===== src/rtl/count_sequencer.sv =====
// count_sequencer: sequences an external ripple counter through clear, settle, check and tick phases.
// Define CNT_CHECK_EN to synchronise cnt_q and flag readback mismatches on err.
module count_sequencer #(
    parameter int WIDTH      = 4,
    parameter int SETTLE_CYC = 3
) (
    input  logic             clk,
    input  logic             rst,
    input  logic             start,
    input  logic             stop,
    input  logic [WIDTH-1:0] tc,
    input  logic [WIDTH-1:0] cnt_q,
    output logic             cnt_clr,
    output logic             cnt_tick,
    output logic [WIDTH-1:0] count,
    output logic             busy,
    output logic             done,
    output logic             err
);

    localparam int WAIT_W = $clog2(SETTLE_CYC);
    localparam logic [WAIT_W-1:0] WAIT_LAST = WAIT_W'(SETTLE_CYC - 1);

    typedef enum logic [2:0] {
        IDLE,
        CLEAR,
        WAIT,
        CHECK,
        TICK,
        DONE
    } state_t;

    state_t            state_q, state_d;
    logic [WAIT_W-1:0] waitCnt_q, waitCnt_d;
    logic [WIDTH-1:0]  tcCap_q, tcCap_d;
    logic [WIDTH-1:0]  count_q, count_d;
    logic              clr_q, clr_d;
    logic              tick_q, tick_d;
    logic              busy_q, busy_d;
    logic              done_q, done_d;
    logic              err_q, err_d;
    logic              readbackBad;

`ifdef CNT_CHECK_EN
    logic [WIDTH-1:0] sync1_q, sync2_q;

    // cnt_q ripples asynchronously to clk, so it is resampled twice before use.
    always_ff @(posedge clk or negedge rst) begin
        if (!rst) begin
            sync1_q <= '0;
            sync2_q <= '0;
        end else begin
            sync1_q <= cnt_q;
            sync2_q <= sync1_q;
        end
    end

    assign readbackBad = (sync2_q != count_q);
`else
    logic unused_cntQ;

    assign unused_cntQ = ^cnt_q;
    assign readbackBad = 1'b0;
`endif

    // Strobes are registered from the state they belong to, so each appears one
    // clock after its state; stop suppresses them together with the transition.
    always_comb begin
        state_d   = state_q;
        waitCnt_d = waitCnt_q;
        tcCap_d   = tcCap_q;
        count_d   = count_q;
        err_d     = err_q;
        clr_d     = 1'b0;
        tick_d    = 1'b0;
        done_d    = 1'b0;

        if (state_q != IDLE && stop) begin
            state_d = IDLE;
        end else begin
            case (state_q)
                IDLE: begin
                    if (start && !stop) begin
                        tcCap_d = tc;
                        count_d = '0;
                        err_d   = 1'b0;
                        state_d = CLEAR;
                    end
                end
                CLEAR: begin
                    clr_d     = 1'b1;
                    waitCnt_d = '0;
                    state_d   = WAIT;
                end
                WAIT: begin
                    if (waitCnt_q == WAIT_LAST) begin
                        state_d = CHECK;
                    end else begin
                        waitCnt_d = waitCnt_q + 1'b1;
                    end
                end
                CHECK: begin
                    if (readbackBad) begin
                        err_d   = 1'b1;
                        state_d = IDLE;
                    end else if (count_q == tcCap_q) begin
                        state_d = DONE;
                    end else begin
                        state_d = TICK;
                    end
                end
                TICK: begin
                    tick_d    = 1'b1;
                    count_d   = count_q + 1'b1;
                    waitCnt_d = '0;
                    state_d   = WAIT;
                end
                DONE: begin
                    done_d  = 1'b1;
                    state_d = IDLE;
                end
                default: begin
                    state_d = IDLE;
                end
            endcase
        end

        busy_d = (state_d != IDLE);
    end

    always_ff @(posedge clk or negedge rst) begin
        if (!rst) begin
            state_q   <= IDLE;
            waitCnt_q <= '0;
            tcCap_q   <= '0;
            count_q   <= '0;
            clr_q     <= 1'b0;
            tick_q    <= 1'b0;
            busy_q    <= 1'b0;
            done_q    <= 1'b0;
            err_q     <= 1'b0;
        end else begin
            state_q   <= state_d;
            waitCnt_q <= waitCnt_d;
            tcCap_q   <= tcCap_d;
            count_q   <= count_d;
            clr_q     <= clr_d;
            tick_q    <= tick_d;
            busy_q    <= busy_d;
            done_q    <= done_d;
            err_q     <= err_d;
        end
    end

    assign cnt_clr  = clr_q;
    assign cnt_tick = tick_q;
    assign count    = count_q;
    assign busy     = busy_q;
    assign done     = done_q;
    assign err      = err_q;

endmodule


===== config.mk =====
export PLATFORM = sky130hd
export DESIGN_NAME = count_sequencer
export DESIGN_NICKNAME = d
export VERILOG_FILES = /design/src/rtl/count_sequencer.sv
export SDC_FILE = /design/constraint.sdc
export NUM_CORES = 1
export LEC_CHECK = 0
export CORE_MARGIN = 5
export CORE_UTILIZATION = 39
export CTS_CLUSTER_SIZE = 8
export DETAILED_ROUTE_END_ITERATION = 8
export HOLD_SLACK_MARGIN = 0.06
export PLACE_DENSITY = 0.7
export SETUP_SLACK_MARGIN = 0.02
export SLEW_MARGIN = 20
export SYNTH_ARGS = -nofsm -noshare
export SYNTH_HDL_FRONTEND = slang
export SYNTH_SLANG_ARGS = --single-unit

===== constraint.sdc =====
create_clock -name clk -period 1.85 [get_ports clk]
set_clock_uncertainty 0.15 [all_clocks]
set_input_delay 0.4625 -clock clk [delete_from_list [all_inputs] [get_ports clk]]
set_output_delay 0.4625 -clock clk [all_outputs]
set_load 0.01 [all_outputs]

==> impl_metrics.json <==
{
  "grt_pass1_wl_mm": 2.75,
  "clock_latency_ps": 290,
  "syn_nets": 89,
  "grt_overflow_total": 0,
  "wire_per_inst_um": 12.2,
  "startpoint": "count[1]",
  "crit_path_end_kind": "output port",
  "yosysWarnings": 0,
  "worstPathMaxFanout": 2,
  "cts_root_buf": "clkbuf_4",
  "synth_area_leaders": "dfrtp_1 50%, mux2_1 5.3%, xnor2_1 5.1%",
  "final_cell_mix": "17 x dfrtp_1, 13 x buf_4, 11 x clkdlybuf4s50_1, 5 x xnor2_1",
  "max_freq_mhz": 558,
  "yosysUniqueCellTypes": 31,
  "irDropWorstVdd_v": 0.000536,
  "met3_length_um": 117,
  "instances_no_fill": 129,
  "path_clk_slew_ps": 90,
  "min_period_ps": 1790,
  "ant_nets": 0,
  "worst_ep_required_time_ps": 1240,
  "cts.sinks": 17,
  "ios": 21,
  "first_pass_iters": 4,
  "num_vias": 628,
  "finalWeightedCongestion": 0.743,
  "netlist_instances": 75,
  "report.final.setup_viol": 0,
  "start_util": 0.397,
  "rsz0062_at_grt": "no",
  "holdBufCountCts": 0,
  "htree_levels": 1,
  "fin_crit_sh": 0.969,
  "cp_num_buf_inv": 1,
  "cp_slowest_cell": "clkdlybuf4s50_1",
  "min_from": "waitCnt_q[0]",
  "crit_path_start_kind": "register",
  "synth.avg_cell_area_um2": 11.4,
  "dp_hpwl_mm": 1.20,
  "fp.dieH_um": 56.7,
  "power_density_mw_per_mm2": 762,
  "synth_area_um2": 852,
  "setup_slack_ps": 57.9,
  "p_sw_frac": 0.275,
  "nNetsFinal": 116,
  "power.leakage_nw": 0.568,
  "drc": 0,
  "area.growth.synth_to_final_pct": 33.2,
  "final-max-slew-violation-count": 0,
  "ys_ff_latch": 17,
  "num_rows": 17,
  "die-area_mm2": 0.00322,
  "pwr-share-clk": 0.223,
  "criticalPathCategory": "reg -> out",
  "placed_cells": 122,
  "cts_buffer_depth": 2,
  "min_path_type": "reg -> reg",
  "seqPwrFrac": 0.543,
  "layout-drive-gt1-share": 0.228,
  "cts_tree": "yes",
  "synth_top_area_cell": "dfrtp_1",
  "first_global_vias": 650,
  "outcome": "complete, no violations",
  "core_area_mm2": 0.00215,
  "wl_met2_um": 744,
  "place_ws_ps": -267,
  "combPwrFrac": 0.234,
  "ys_seq_area_frac": 0.499,
  "antenna_found_initial": 0,
  "grt_max_degree": 18,
  "track_usage": 0.113,
  "cts_buffers": 3,
  "drtIter0Drc": 8,
  "top_layer": "met4",
  "crit_family": "buffers and inverters",
  "drv_cap": 0,
  "synth_top_area_frac": 0.499,
  "wirelength_mm": 1.57,
  "r2r_start": "state_q[0]",
  "cpPeakStageDelay_ps": 540,
  "p_switching_mw": 0.238,
  "layout_commonest_cell": "dfrtp_1",
  "utilization": 0.528,
  "path_cells": "clkdlybuf4s50_1",
  "numPortBuffers": 15,
  "viasPerCell": 4.87,
  "hold_viol": 0,
  "die_w_um": 56.7,
  "intPower_mw": 0.627,
  "met1_length_um": 696,
  "diodes": 0,
  "crit_arrival_ps": 1180
}
timing repair:
| action | CTS | global route |
|---|---|---|
| gates resized for setup | 0 | 6 |
| endpoints found under the setup margin | 3 | 9 |
| setup buffers | 3 | 0 |
worst paths after layout:
kind,cells past startpoint,slack (ps),to
worst max-delay path,1,60,count[1]
worst min-delay path,1,330,waitCnt_q[0]
worst max register to register,4,110,count[0]
worst min register to register,1,330,waitCnt_q[0]
max in group asynchronous,2,1010,count[2]
min in group asynchronous,2,340,tcCap_q[3]
cell type report:
cell class	count	area [um^2]
repair buffers	28	258
multi-input cells	48	369
well taps	28	35.0
flip-flops and latches	17	425
clock buffers	3	22.5
fillers	194	1010
inverters	4	20.0
clock inverters	1	5.00
Yosys cell counts, drive strengths merged:
library cell / count
and3: 1
nand4: 1
o21a: 1
buf: 6
inv: 3
o21ai: 4
or4: 1
mux2: 5
a31oi: 2
nand3: 3
nand2: 3
xnor2: 5
conb: 1
or4b: 2
nor2: 5
o22ai: 2
or3b: 2
and4bb: 1
a21oi: 1
dfrtp: 17
ha: 2
mux2i: 2
o21ba: 1
clkinv: 1
xor2: 2
nor4b: 1
power groups by stage:
stage	clock network, mW	registers (mW)	logic [mW]
after floorplan	0	0.467	0.144
after global placement	0	0.475	0.200
after detailed placement	0	0.479	0.206
after CTS	0.205	0.472	0.206
after global routing	0.219	0.480	0.228
final	0.193	0.469	0.202
flip-flops by register name (all words and copies together) (netlist names):
| signal | count |
|---|---|
| tcCap_q | 4 |
| waitCnt_q | 2 |
| count | 4 |
| done | 1 |
| state_q | 3 |
| cnt_tick | 1 |
| busy | 1 |
| cnt_clr | 1 |
per-layer routing:
| metal | track usage | up-vias |
|---|---|---|
| met5 | 0 | - |
| met4 | 0.0596 | 0 |
| met3 | 0.0322 | 2 |
| met2 | 0.185 | 17 |
| met1 | 0.132 | 300 |
| li1 | - | 309 |
cell families after synthesis:
kind of cell | Yosys count | synth area share
buffers and inverters | 10 | 0.0690
AO/OA/AOI/OAI | 11 | 0.0793
adder cells (fa/ha/maj) | 2 | 0.0294
flip-flops | 17 | 0.499
other | 1 | 0.00440
XOR/XNOR | 7 | 0.0720
AND/OR/NAND/NOR | 20 | 0.153
multiplexers | 7 | 0.0940
per-stage QoR:
stage	setup TNS, ps	power (mW)	hold slack (ps)	instance area (um^2)
floorplan	0	0.611	16.9	852
global placement	-1800	0.675	311	1070
detailed placement	-1960	0.684	324	1070
CTS	0	0.882	336	1120
global route	0	0.927	343	1130
finish	0	0.865	330	1130
(Power assumes the default switching activity.)
